<file path="config.mk">
export PLATFORM = sky130hd
export DESIGN_NAME = sdram_port_arb
export DESIGN_NICKNAME = d
export VERILOG_FILES = /design/src/rtl/sdram_arb_pkg.sv /design/src/rtl/sl_wr_fifo.sv /design/src/rtl/sdram_port_arb.sv
export SDC_FILE = /design/constraint.sdc
export NUM_CORES = 1
export LEC_CHECK = 0
export BUFFER_PORTS_ARGS = -buffer_cell sky130_fd_sc_hd__buf_2
export CAP_MARGIN = 5
export CORE_AREA = 2 2 241 172
export DETAILED_ROUTE_END_ITERATION = 16
export DIE_AREA = 0 0 243 174
export GPL_TIMING_DRIVEN = 1
export SLEW_MARGIN = 10
export SYNTH_ARGS = -nofsm -noshare
export SYNTH_HDL_FRONTEND = slang
export SYNTH_HIERARCHICAL = 1
export SYNTH_SLANG_ARGS = --single-unit
</file>
<file path="constraint.sdc">
create_clock -name clk -period 7.95 [get_ports clk]
set_clock_uncertainty 0.05 [all_clocks]
set_input_delay 0.795 -clock clk [delete_from_list [all_inputs] [get_ports clk]]
set_output_delay 0.795 -clock clk [all_outputs]
set_load 0.1 [all_outputs]
</file>
<file path="src/rtl/sdram_arb_pkg.sv">
// Shared types and widths for the SDRAM command-port arbiter.
package sdram_arb_pkg;

  localparam int SDRAM_AW = 25;
  localparam int SDRAM_DW = 32;

  typedef enum logic [1:0] {IDLE, ISSUE_WR, ISSUE_RD} arb_state_t;

  typedef struct packed {
    logic [SDRAM_AW-1:0] addr;
    logic [SDRAM_DW-1:0] data;
  } sl_wr_t;

endpackage

</file>
<file path="src/rtl/sl_wr_fifo.sv">
// Synchronous FIFO buffering scene-loader writes. A push while full is
// accepted only when a pop happens in the same cycle; otherwise the caller
// sees it as dropped.
module sl_wr_fifo
  import sdram_arb_pkg::*;
#(
  parameter int DEPTH = 4
) (
  input  logic   clk,
  input  logic   rst,
  input  logic   push,
  input  sl_wr_t push_data,
  input  logic   pop,
  output logic   full,
  output logic   empty,
  output sl_wr_t head
);

  localparam int PW = $clog2(DEPTH);
  localparam logic [PW:0] PTR_ONE = 1;

  sl_wr_t      mem [DEPTH];
  logic [PW:0] wr_ptr;
  logic [PW:0] rd_ptr;
  logic        do_push;
  logic        do_pop;

  // Pointers carry one extra wrap bit to tell full from empty.
  assign empty   = (wr_ptr == rd_ptr);
  assign full    = (wr_ptr[PW] != rd_ptr[PW]) && (wr_ptr[PW-1:0] == rd_ptr[PW-1:0]);
  assign do_pop  = pop && !empty;
  assign do_push = push && (!full || do_pop);
  assign head    = mem[rd_ptr[PW-1:0]];

  // Pointer update; reset empties the FIFO.
  always_ff @(posedge clk or negedge rst) begin
    if (!rst) begin
      wr_ptr <= '0;
      rd_ptr <= '0;
    end else begin
      // NOTE: sequential state uses non-blocking assignments so every
      // register samples pre-edge values regardless of statement order.
      if (do_push) wr_ptr <= wr_ptr + PTR_ONE;
      if (do_pop)  rd_ptr <= rd_ptr + PTR_ONE;
    end
  end

  // Storage write.
  // NOTE: the storage array is not reset; the pointers alone define which
  // entries are valid, so clearing the array would only cost reset fan-out.
  always_ff @(posedge clk) begin
    if (do_push) mem[wr_ptr[PW-1:0]] <= push_data;
  end

endmodule

</file>
<file path="src/rtl/sdram_port_arb.sv">
// Arbitrates the SDRAM command port between buffered scene-loader writes
// and a level-held read request, with a bound on how many writes may pass
// a waiting read. Optional perf counters under SDRAM_ARB_PERF_EN.
module sdram_port_arb
  import sdram_arb_pkg::*;
#(
  parameter int FIFO_DEPTH = 4,
  parameter int MAX_WAIT   = 8
) (
  input  logic                clk,
  input  logic                rst,
  input  logic [SDRAM_AW-1:0] sl_addr,
  input  logic [SDRAM_DW-1:0] sl_io,
  input  logic                sl_we,
  input  logic                rd_req,
  input  logic [SDRAM_AW-1:0] rd_addr,
  output logic                rd_gnt,
  output logic                mem_req,
  output logic                mem_we,
  output logic [SDRAM_AW-1:0] mem_addr,
  output logic [SDRAM_DW-1:0] mem_wdata,
  input  logic                mem_ack,
  output logic                wr_pending,
  output logic                sl_ovf
`ifdef SDRAM_ARB_PERF_EN
  ,
  output logic [15:0]         wr_cnt,
  output logic [15:0]         rd_cnt,
  output logic [7:0]          rd_stall_max
`endif
);

  localparam logic [7:0] MAX_W = 8'(MAX_WAIT);

  arb_state_t          state, state_d;
  logic [7:0]          wait_cnt, wait_d;
  logic                req_d, we_d, gnt_d;
  logic [SDRAM_AW-1:0] addr_d;
  logic [SDRAM_DW-1:0] wdata_d;
  logic                pop, full, empty;
  sl_wr_t              head;

  sl_wr_fifo #(.DEPTH(FIFO_DEPTH)) u_fifo (
    .clk       (clk),
    .rst       (rst),
    .push      (sl_we),
    .push_data ('{addr: sl_addr, data: sl_io}),
    .pop       (pop),
    .full      (full),
    .empty     (empty),
    .head      (head)
  );

  assign wr_pending = !empty || (state == ISSUE_WR);

  // Next-state, issue decision and starvation counter.
  always_comb begin
    // NOTE: every variable gets a default first so no path leaves it
    // unassigned, which would otherwise infer a latch.
    state_d = state;
    req_d   = mem_req;
    we_d    = mem_we;
    addr_d  = mem_addr;
    wdata_d = mem_wdata;
    gnt_d   = 1'b0;
    wait_d  = wait_cnt;
    pop     = 1'b0;
    case (state)
      IDLE: begin
        if (!empty && (!rd_req || wait_cnt < MAX_W)) begin
          pop     = 1'b1;
          addr_d  = head.addr;
          wdata_d = head.data;
          we_d    = 1'b1;
          req_d   = 1'b1;
          state_d = ISSUE_WR;
          if (rd_req) wait_d = (wait_cnt < MAX_W) ? wait_cnt + 8'd1 : wait_cnt;
          else        wait_d = 8'd0;
        end else if (rd_req) begin
          addr_d  = rd_addr;
          wdata_d = '0;
          we_d    = 1'b0;
          req_d   = 1'b1;
          state_d = ISSUE_RD;
          wait_d  = 8'd0;
        end else begin
          wait_d = 8'd0;
        end
      end
      ISSUE_WR, ISSUE_RD: begin
        if (mem_req && mem_ack) begin
          req_d   = 1'b0;
          gnt_d   = (state == ISSUE_RD);
          state_d = IDLE;
        end
      end
      default: state_d = IDLE;
    endcase
  end

  // Registered command port, state and sticky overflow flag.
  always_ff @(posedge clk or negedge rst) begin
    if (!rst) begin
      state     <= IDLE;
      wait_cnt  <= 8'd0;
      mem_req   <= 1'b0;
      mem_we    <= 1'b0;
      mem_addr  <= '0;
      mem_wdata <= '0;
      rd_gnt    <= 1'b0;
      sl_ovf    <= 1'b0;
    end else begin
      state     <= state_d;
      wait_cnt  <= wait_d;
      mem_req   <= req_d;
      mem_we    <= we_d;
      mem_addr  <= addr_d;
      mem_wdata <= wdata_d;
      rd_gnt    <= gnt_d;
      if (sl_we && full && !pop) sl_ovf <= 1'b1;
    end
  end

`ifdef SDRAM_ARB_PERF_EN
  // Acked-request counters (wrapping) and peak read wait.
  always_ff @(posedge clk or negedge rst) begin
    if (!rst) begin
      wr_cnt       <= 16'd0;
      rd_cnt       <= 16'd0;
      rd_stall_max <= 8'd0;
    end else begin
      if (mem_req && mem_ack && state == ISSUE_WR) wr_cnt <= wr_cnt + 16'd1;
      if (mem_req && mem_ack && state == ISSUE_RD) rd_cnt <= rd_cnt + 16'd1;
      if (wait_cnt > rd_stall_max) rd_stall_max <= wait_cnt;
    end
  end
`endif

endmodule

</file>
==> summary.md, run 1 <==
| Metric | Value |
|---|---|
| Wire per inst | `18.6 µm` |
| Post-Syn Area | `11800 µm²` |
| Dpl cells | `1351` |
| Root buffer cell | `clkbuf_16` |
| Slew HR | `32.5%` |
| Total track usage | `12.3%` |
| Port Buffers | `148` |
| Area growth, synth to finish | `19.6%` |
| Final worst path period need | `5.00 ns` |
| WP data arrival | `5.15 ns` |
| Multiplexer share of the synthesized area | `11.2%` |
| Yosys reg bits | `305` |
| Yosys warnings | `6` |
| Sw Share | `25.8%` |
| Worst-Margin Slew | `1.01 ns` |
| Critical path class | `reg2reg` |
| Core area | `40200 µm²` |
| Most common cell on crit path | `buf_4` |
| Critical Path Sink Type | `flip-flop` |
| Critical R2R Launch | `u_fifo/rd_ptr[1]` |
| Global placer's final weighted congestion | `0.701` |
| Final Non-Filler Cells | `1413` |
| H-tree depth | `1` |
| CTS tree | `done` |
| Drt drc | `0` |
| Placed instance area | `13100 µm²` |
| Top-Level Pins | `149` |
| Dpl hpwl | `16.9 mm` |
| EDFF count, synth | `228` |
| Drt first pass iters | `4` |
| Startpoint types | `flip-flop` |
| Ys flop type | `edfxtp_1` |
| Clock power share | `35.5%` |
| Worst-skew pair later-pin latency | `0.57 ns` |
| Die span in x | `243 µm` |
| Comb pwr share | `13.2%` |
| Min-delay worst type | `in2async` |
| R2r endpoint | `u_fifo/mem[3][43]` |
| Critical path, cell by cell | `xor2_1, nor3_1, buf_4, or4_4, o32a_1, nor2_1, o41ai_2, clkinv_2, buf_4` |
| Synth Area in Adders | `0.952%` |
| Clock Path Buffers | `3` |
| Reg2Reg Depth | `9` |
| Clock Sinks | `305` |
| Via count | `6361` |
| Asr flop ratio synth | `25.2%` |
| Num CTS Buffers | `31` |
| Fin util | `35.2%` |
| Rows | `62` |
| RSZ-0062 raised after global routing | `no` |
| Total congestion overflow | `0` |
| Status | `finished, final reports clean` |
| Max-cap violation count | `0` |
| Die height | `174 µm` |
| Post-CTS setup buffer count | `0` |
| Switching power total | `1.03 mW` |
| Initial Utilization | `29.4%` |
| VDD IR max | `0.169 mV` |
| Most frequent cells in the layout | `edfxtp_1, buf_2, nand2_1` |
| Largest family of logic cells by synthesized area | `multiplexers` |
| Static Leak | `5.18 nW` |
| Internal | `2.98 mW` |
| Post-Synth Simple-Gate Area | `6.64%` |
| Share of cells above drive strength 1 | `31.8%` |
| FILL cells | `3872` |
| Fin. Hold Viols | `0` |
| Die ar. | `42300 µm²` |
| Fmax | `200 MHz` |
| Hold slack | `0.0974 ns` |
| Iter 0 DRT Violations | `527` |
| Critical path launch point | `u_fifo/rd_ptr[1]` |
| Synth Net Count | `787` |
| Most common cell after layout, fill and taps aside | `edfxtp_1` |
| CP Data Required Time | `8.09 ns` |
| Setup violators final | `0` |
| Setup tns final | `0 ns` |
| Synth Area in Compound Gates | `4.52%` |
| Slowest cell on the critical path | `dfrtp_4` |
| Worst Path Max Fanout | `60` |
| Largest net degree at the start of global routing | `61` |
| Net count reported at finish | `936` |
| Routed wire length | `26.3 mm` |
| XOR/XNOR Fraction of Synth Area | `0.434%` |
| Final Max Slew Viols | `0` |
| Design area | `14100 µm²` |
| Cell area power density | `284 nW/µm²` |
| # hold bufs at CTS | `0` |
| Mapped Cells | `691` |
| Yosys cell types | `49` |
| Avg Inst Size Synth | `17.1 µm²` |
| CP peak stage delay | `1.00 ns` |
| Clock-pin slew of the registers on the worst-case setup and hold paths | `0.06 ns` |
| CTS resizes | `0` |
| Via-to-Cell Ratio | `4.50` |
| First-pass GRT wire length | `39.9 mm` |
| Final Cycle Share | `62.9%` |
| R2R setup slack | `2.95 ns` |
| Register area share after synthesis | `74.2%` |
| Reg power frac | `51.3%` |
| Critical path endpoint | `u_fifo/mem[3][43]` |
| Vias in the first global route | `6488` |
| Initial antenna violation count | `13` |
| Antenna-violating nets left | `0` |
==> worst min-delay path by stage <==
stage / to / depth (start not counted)
floorplan: wait_cnt[3] / 2
global placement: mem_wdata[15] / 2
detailed placement: mem_wdata[21] / 2
CTS: mem_addr[1] / 1
global route: mem_addr[1] / 1
finish: mem_addr[1] / 1
==> layout make-up <==
| class | instances | area [µm²] | area share (%) |
|---|---|---|---|
| clock inverter | 14 | 138 | 0.973 |
| inverter | 7 | 27.5 | 0.195 |
| timing repair buffer | 155 | 796 | 5.62 |
| clock buffer | 44 | 875 | 6.18 |
| sequential | 305 | 8780 | 62.1 |
| multi-input combinational | 340 | 2840 | 20.1 |
| antenna | 4 | 10.0 | 0.0708 |
| tap | 544 | 681 | 4.81 |
==> flip-flops by register name (all words and copies together) (netlist names) <==
register,cells
mem_req,1
rd_gnt,1
mem_wdata,32
mem_addr,25
u_fifo/wr_ptr,3
u_fifo/rd_ptr,3
u_fifo/mem,228
wait_cnt,8
mem_we,1
state,2
sl_ovf,1
==> synth_stat cells (all sizes together) (2+ instances only) <==
master    n  area share (%)
mux2i     2            0.17
and3      3            0.16
nor3      4            0.17
xnor2     2            0.15
nor2     31             1.0
clkbuf   18            0.58
buf      21             1.2
a221o     4            0.34
mux2      2            0.19
inv       7            0.22
nand3    34             1.4
or4       3            0.25
nor2b     5            0.26
nand2b    2            0.11
xor2      3            0.29
o41ai     2            0.21
o31ai     2            0.13
nand2    99             3.1
ha        9            0.95
a21oi    57             2.5
o21ai     2           0.085
edfxtp  228              58
mux4     57              11
dfrtp    77              16
==> power by group through the flow <==
| stage | combinational [mW] | clock (mW) | sequential (mW) |
|---|---|---|---|
| floorplan | 0.294 | 0 | 2.16 |
| global placement | 0.540 | 0 | 2.08 |
| detailed placement | 0.541 | 0 | 2.09 |
| CTS | 0.542 | 1.47 | 2.06 |
| global route | 0.575 | 1.54 | 2.08 |
| finish | 0.530 | 1.42 | 2.06 |
==> critical path: cells and delay by family, from the launching register on <==
kind                      cells  cell delay [ns]
AOI/OAI and AO/OA             2             0.55
xor gates and xnor gates      1             0.72
buffers and inverters         3             1.08
and+or+nand+nor               3             1.17
DFF                           1             1.00
==> kinds of logic after synthesis <==
kind of cell,after synthesis
fa+ha+maj,9
simple gates,183
buf+inv,46
flops,305
compound gates,82
xor+xnor,5
mux,61
==> layer usage <==
| layer | routed length, µm | global-route usage, % | vias to the layer above |
|---|---|---|---|
| met5 | 74 | 0 | - |
| met4 | 486 | 2.45 | 12 |
| met3 | 1620 | 4.15 | 57 |
| met2 | 11900 | 19.0 | 117 |
| met1 | 12200 | 16.9 | 3224 |
| li1 | - | - | 2951 |
==> through the flow <==
| step | setup slack [ns] | power, mW |
|---|---|---|
| 2_1_floorplan | 3.68 | 2.45 |
| 3_3_place_gp | 3.01 | 2.62 |
| 3_5_place_dp | 2.96 | 2.63 |
| 4_1_cts | 2.95 | 4.07 |
| 5_1_grt | 2.62 | 4.19 |
| 6_report | 2.95 | 4.01 |
No activity file was read; power rests on OpenSTA's default activity.
==> inputs of run 2 (changes only) <==
- clock period: 7.95 -> 5.05 ns (I/O delays scaled with it)
==> run 2 against run 1 <==
  * Worst hold slack improved by 0.045 ns
  * Register-to-register slack worse by 2.0 ns
  * Clock power is 69% higher
  * Combinational power up 62%
  * Routed wire length grew 3.7%
  * Sequential share of layout area shrank 0.63 points
  * Global-route usage grew 0.64 points
  * Via count rose by 2.7%
  * Power grew 62%
  * Maximum frequency is 22% higher
  * Die area unchanged
  * Critical path depth fell by 1
  * Critical endpoint is now u_fifo/mem[2][26]
  * Largest power group unchanged
==> summary.md, run 2 (synthesis gave the netlist of run 1 again) <==
| Metric | Value |
|---|---|
| Port Buffers | `148` |
| Max reg flops | `228` |
| Iter 0 DRT Violations | `619` |
| First-pass GRT wire length | `41.4 mm` |
| Fin. Hold Viols | `0` |
| Antenna-violating nets left | `0` |
| Share of cells above drive strength 1 | `32.6%` |
| WP data arrival | `4.19 ns` |
| Min-delay worst type | `in2reg` |
| Via count | `6532` |
| Clock power share | `36.9%` |
| Comb pwr share | `13.2%` |
| Footprint of the multi-input gates | `2840 µm²` |
| FILL cells | `3891` |
| Status | `finished, final reports clean` |
| Die ar. | `42300 µm²` |
| Wire per inst | `19.1 µm` |
| Core area | `40200 µm²` |
| Setup violators final | `0` |
| Dpl hpwl | `17.3 mm` |
| Most common cell after layout, fill and taps aside | `edfxtp_1` |
| Initial antenna violation count | `13` |
| CTS resizes | `0` |
| Root buffer cell | `clkbuf_16` |
| Clock-pin slew of the registers on the worst-case setup and hold paths | `0.06 ns` |
| Worst Path Max Fanout | `57` |
| Switching power total | `1.69 mW` |
| Via-to-Cell Ratio | `4.57` |
| Critical Path Sink Type | `flip-flop` |
| Top-Level Pins | `149` |
| Fmax | `244 MHz` |
| Final Cycle Share | `81.3%` |
| H-tree depth | `2` |
| Slew HR | `37.7%` |
| Area growth, synth to finish | `20.9%` |
| Initial Utilization | `29.4%` |
| Final Max Slew Viols | `0` |
| Die span in x | `243 µm` |
| Cell area power density | `455 nW/µm²` |
| Final worst path period need | `4.11 ns` |
| Rows | `62` |
| Sw Share | `26.0%` |
| Num CTS Buffers | `34` |
| Largest net degree at the start of global routing | `60` |
| Drt first pass iters | `5` |
| RSZ-0062 raised after global routing | `no` |
| Max-cap violation count | `0` |
| Total congestion overflow | `0` |
| CTS tree | `done` |
| Drt drc | `0` |
| Static Leak | `5.26 nW` |
| Reg power frac | `49.9%` |
| Clock Sinks | `305` |
| Worst-skew pair later-pin latency | `0.52 ns` |
| Reg area | `8780 µm²` |
| Internal | `4.81 mW` |
| Global placer's final weighted congestion | `0.719` |
| Net count reported at finish | `947` |
| Routed wire length | `27.2 mm` |
| CP Data Required Time | `5.14 ns` |
| R2R setup slack | `0.94 ns` |
| Setup tns final | `0 ns` |
| Critical path class | `reg2reg` |
| Worst-Margin Slew | `0.934 ns` |
| Most frequent cells in the layout | `edfxtp_1, buf_2, nand2_1` |
| Startpoint types | `flip-flop` |
| Total track usage | `12.9%` |
| Vias in the first global route | `6637` |
| Clock Path Buffers | `3` |
| VDD IR max | `0.183 mV` |
| Die height | `174 µm` |
| Hold slack | `0.142 ns` |
[run 2: cell types whose count changed in the layout (fill, tap and decap cells not counted), sizes merged]
cell,before,now
dlygate4sd3,0,1
buf,155,162
clkbuf,44,42
bufinv,2,3
diode,4,8
inv,7,8
clkinv,10,13
[run 2: critical path, stage by stage, from the launching register on]
cell     delay (ns)
dfrtp_4        0.49
xor2_2         0.37
nor3_1         0.08
buf_4          0.20
or4_4          0.53
o32a_1         0.32
nor2_1         0.53
or4_4          0.28
and3_4         0.79
[run 2: path summary, 6_finish.rpt]
check | end | cells after the start | startpoint
min in group asynchronous | mem_addr[10] | 2 | rst
setup / recovery | u_fifo/mem[2][26] | 8 | u_fifo/rd_ptr[0]
setup reg to reg | u_fifo/mem[2][26] | 8 | u_fifo/rd_ptr[0]
max in group asynchronous | u_fifo/rd_ptr[1] | 3 | rst
hold reg to reg | mem_wdata[19] | 2 | mem_wdata[19]
hold / removal | u_fifo/mem[3][49] | 1 | sl_addr[17]
[run 2: area by class of cell]
cell class                 instances  area share, %
clock inverter                    19           1.39
antenna                            8          0.140
clock buffer                      42           6.23
timing repair buffer             163           6.01
tap                              544           4.76
sequential                       305           61.4
multi-input combinational        340           19.8
inverter                           7          0.193
[run 2: what timing repair did]
action,CTS,global route
hold buffers,1,0
hold endpoints to repair,29,0
buffers inserted,0,0
endpoints found under the setup margin,0,0
[run 2: power by group through the flow]
stage | combinational [mW] | clock [mW] | sequential, mW
6_report | 0.859 | 2.40 | 3.24
5_1_grt | 0.932 | 2.57 | 3.28
4_1_cts | 0.881 | 2.47 | 3.25
3_5_place_dp | 0.877 | 0 | 3.30
3_3_place_gp | 0.870 | 0 | 3.29
2_1_floorplan | 0.463 | 0 | 3.40
[run 2: per-layer routing]
layer,track usage (%),up-vias,routed length (µm)
met1,17.6,3338,12200
met4,4.06,8,463
met5,0,-,58
met2,19.4,160,12500
met3,4.63,44,2050
li1,-,2982,-
[run 2: per-stage QoR]
stage          cell area [µm²]  cells  utilization [%]  total power, mW  setup slack (ns)
3_5_place_dp             13200   1358             32.8             4.17             0.979
3_3_place_gp             13200   1358             32.8             4.16              1.02
5_1_grt                  14300   1424             35.5             6.78             0.745
6_report                 14300   1428             35.6             6.50             0.943
2_1_floorplan            11800    691                -             3.86             0.776
4_1_cts                  14300   1420             35.5             6.60             0.948
==> inputs of run 3 (changes only) <==
- clock period: 5.05 -> 3.74 ns (I/O delays scaled with it)
==> run 3 against run 2 <==
  * Maximum frequency increased by 30%
  * Flip-flop and latch count did not move
  * Power is 35% higher
  * Worst hold slack worse by 0.10 ns
  * Core utilization grew 1.7 points
  * Sequential share of layout area down 2.7 points
  * Die area stayed put
  * Design area up 4.7%
  * Critical path depth increased by 2
  * Non-clock buffer count increased by 67
  * Via count increased by 2.7%
  * Critical path type unchanged
  * Critical endpoint is now u_fifo/mem[3][29]
==> summary.md, run 3 (synthesis gave the netlist of run 1 again) <==
| Metric | Value |
|---|---|
| Status | `finished, final reports clean` |
| Global placer's final weighted congestion | `0.719` |
| Setup violators final | `0` |
| R2R setup slack | `0.59 ns` |
| Min-delay worst type | `in2reg` |
| Fmax | `317 MHz` |
| Routed wire length | `27.8 mm` |
| Largest net degree at the start of global routing | `62` |
| Clock power share | `35.5%` |
| Reg power frac | `49.6%` |
| Antenna-violating nets left | `0` |
| First-pass GRT wire length | `42.4 mm` |
| Final worst path period need | `3.15 ns` |
| Static Leak | `5.54 nW` |
| WP data arrival | `3.39 ns` |
| Critical path endpoint | `u_fifo/mem[3][29]` |
| Drt drc | `0` |
| Drt first pass iters | `5` |
| CTS resizes | `0` |
| Fin worst setup slack | `0.588 ns` |
| Rows | `62` |
| Internal | `6.48 mW` |
| Via-to-Cell Ratio | `4.51` |
| Initial antenna violation count | `4` |
| Total track usage | `13.0%` |
| Top-Level Pins | `149` |
| Clock-pin slew of the registers on the worst-case setup and hold paths | `0.07 ns` |
| Via count | `6710` |
| Critical path class | `reg2reg` |
| CTS tree | `done` |
| Comb pwr share | `14.9%` |
| Max-cap violation count | `0` |
| Switching power total | `2.32 mW` |
| Die span in x | `243 µm` |
| Setup tns final | `0 ns` |
| VDD IR max | `0.365 mV` |
| Wire per inst | `18.7 µm` |
| Fin. Hold Viols | `0` |
| Sw Share | `26.4%` |
| H-tree depth | `1` |
| Final Max Slew Viols | `0` |
| Pre-CTS setup slack | `0.627 ns` |
| RSZ-0062 raised after global routing | `no` |
| Final Cycle Share | `84.3%` |
| Cell area power density | `588 nW/µm²` |
| CP Data Required Time | `3.98 ns` |
| Critical R2R Launch | `u_fifo/rd_ptr[0]` |
| Worst Path Max Fanout | `20` |
| Die ar. | `42300 µm²` |
| Dpl hpwl | `17.7 mm` |
| R2r endpoint | `u_fifo/mem[3][29]` |
| Total congestion overflow | `0` |
| Max reg flops | `228` |
| Iter 0 DRT Violations | `455` |
| Initial Utilization | `29.4%` |
| Critical Path Sink Type | `flip-flop` |
| Die height | `174 µm` |
| Startpoint types | `flip-flop` |
| Port Buffers | `148` |
| Share of cells above drive strength 1 | `31.4%` |
| Num CTS Buffers | `31` |
| Root buffer cell | `clkbuf_16` |
| Core area | `40200 µm²` |
| Area growth, synth to finish | `26.5%` |
| Most frequent cells in the layout | `edfxtp_1, buf_2, nand2_1` |
| Clock Sinks | `305` |
| Clock Path Buffers | `3` |
| Worst-skew pair later-pin latency | `0.57 ns` |
| Worst-Margin Slew | `0.923 ns` |
| Reg2Reg Depth | `10` |
| Most common cell after layout, fill and taps aside | `edfxtp_1` |
| Critical path launch point | `u_fifo/rd_ptr[0]` |
| Slew HR | `38.5%` |
| Net count reported at finish | `1011` |
| Vias in the first global route | `7016` |
run 3: cell count changes in the layout (fill, tap and decap cells not counted), sizes merged:
| cell | before | now |
|---|---|---|
| dlygate4sd3 | 1 | 59 |
| buf | 162 | 171 |
| diode | 8 | 3 |
| clkbuf | 42 | 39 |
| clkinv | 13 | 10 |
| inv | 8 | 10 |
| clkinvlp | 2 | 3 |
run 3: worst max-delay path, stage by stage, from the launching register on:
cell and delay [ns]:
dfrtp_4 0.48, xor2_2 0.17, buf_4 0.16, nor3_1 0.31
buf_4 0.25, o32a_1 0.17, nor2_1 0.07, buf_4 0.20
o41ai_2 0.52, clkinvlp_4 0.22, buf_4 0.26
run 3: repair_timing:
action | 4_1_cts | 5_1_grt
hold buffers | 59 | 0
buffers inserted | 0 | 0
hold endpoints to repair | 289 | 0
run 3: metrics by stage:
step / power (mW) / hold WS, ns / util, % / cells / area, µm²
after global placement: 5.69 / 0.402 / 33.2 / 1367 / 13300
final: 8.80 / 0.0423 / 37.2 / 1487 / 15000
after detailed placement: 5.72 / 0.405 / 33.2 / 1367 / 13300
after CTS: 8.92 / 0.0190 / 37.2 / 1484 / 15000
after floorplan: 5.20 / 0.0284 / - / 691 / 11800
after global routing: 9.15 / 0.0400 / 37.2 / 1485 / 15000
run 3: final cells by class:
cell class | count | area [µm²]
fillers | 3829 | 25200
flip-flops and latches | 305 | 8780
multi-input cells | 340 | 2840
repair buffers | 230 | 1590
clock buffers | 39 | 836
well taps | 544 | 681
clock inverters | 19 | 194
inverters | 7 | 30.0
diodes | 3 | 7.51
run 3: worst min-delay path by stage:
stage | start | endpoint | depth (start not counted)
finish | rd_addr[15] | mem_addr[15] | 3
global route | rd_addr[24] | mem_addr[24] | 3
CTS | rd_addr[15] | mem_addr[15] | 3
detailed placement | mem_wdata[23] | mem_wdata[23] | 2
global placement | mem_wdata[16] | mem_wdata[16] | 2
floorplan | rst | mem_addr[0] | 0
run 3: power groups by stage:
stage                     registers, mW  logic (mW)  clock network, mW
after global routing               4.40        1.41               3.33
after floorplan                    4.57       0.631                  0
after detailed placement           4.44        1.29                  0
after global placement             4.42        1.27                  0
after CTS                          4.37        1.34               3.21
final                              4.37        1.31               3.12
run 3: routing by layer:
metal	global-route usage, %	vias to the layer above	part of all wire (%)
li1	-	3100	-
met3	2.53	37	4.3
met1	18.8	3437	48
met4	2.79	0	1.7
met2	20.5	136	46
met5	0	-	0
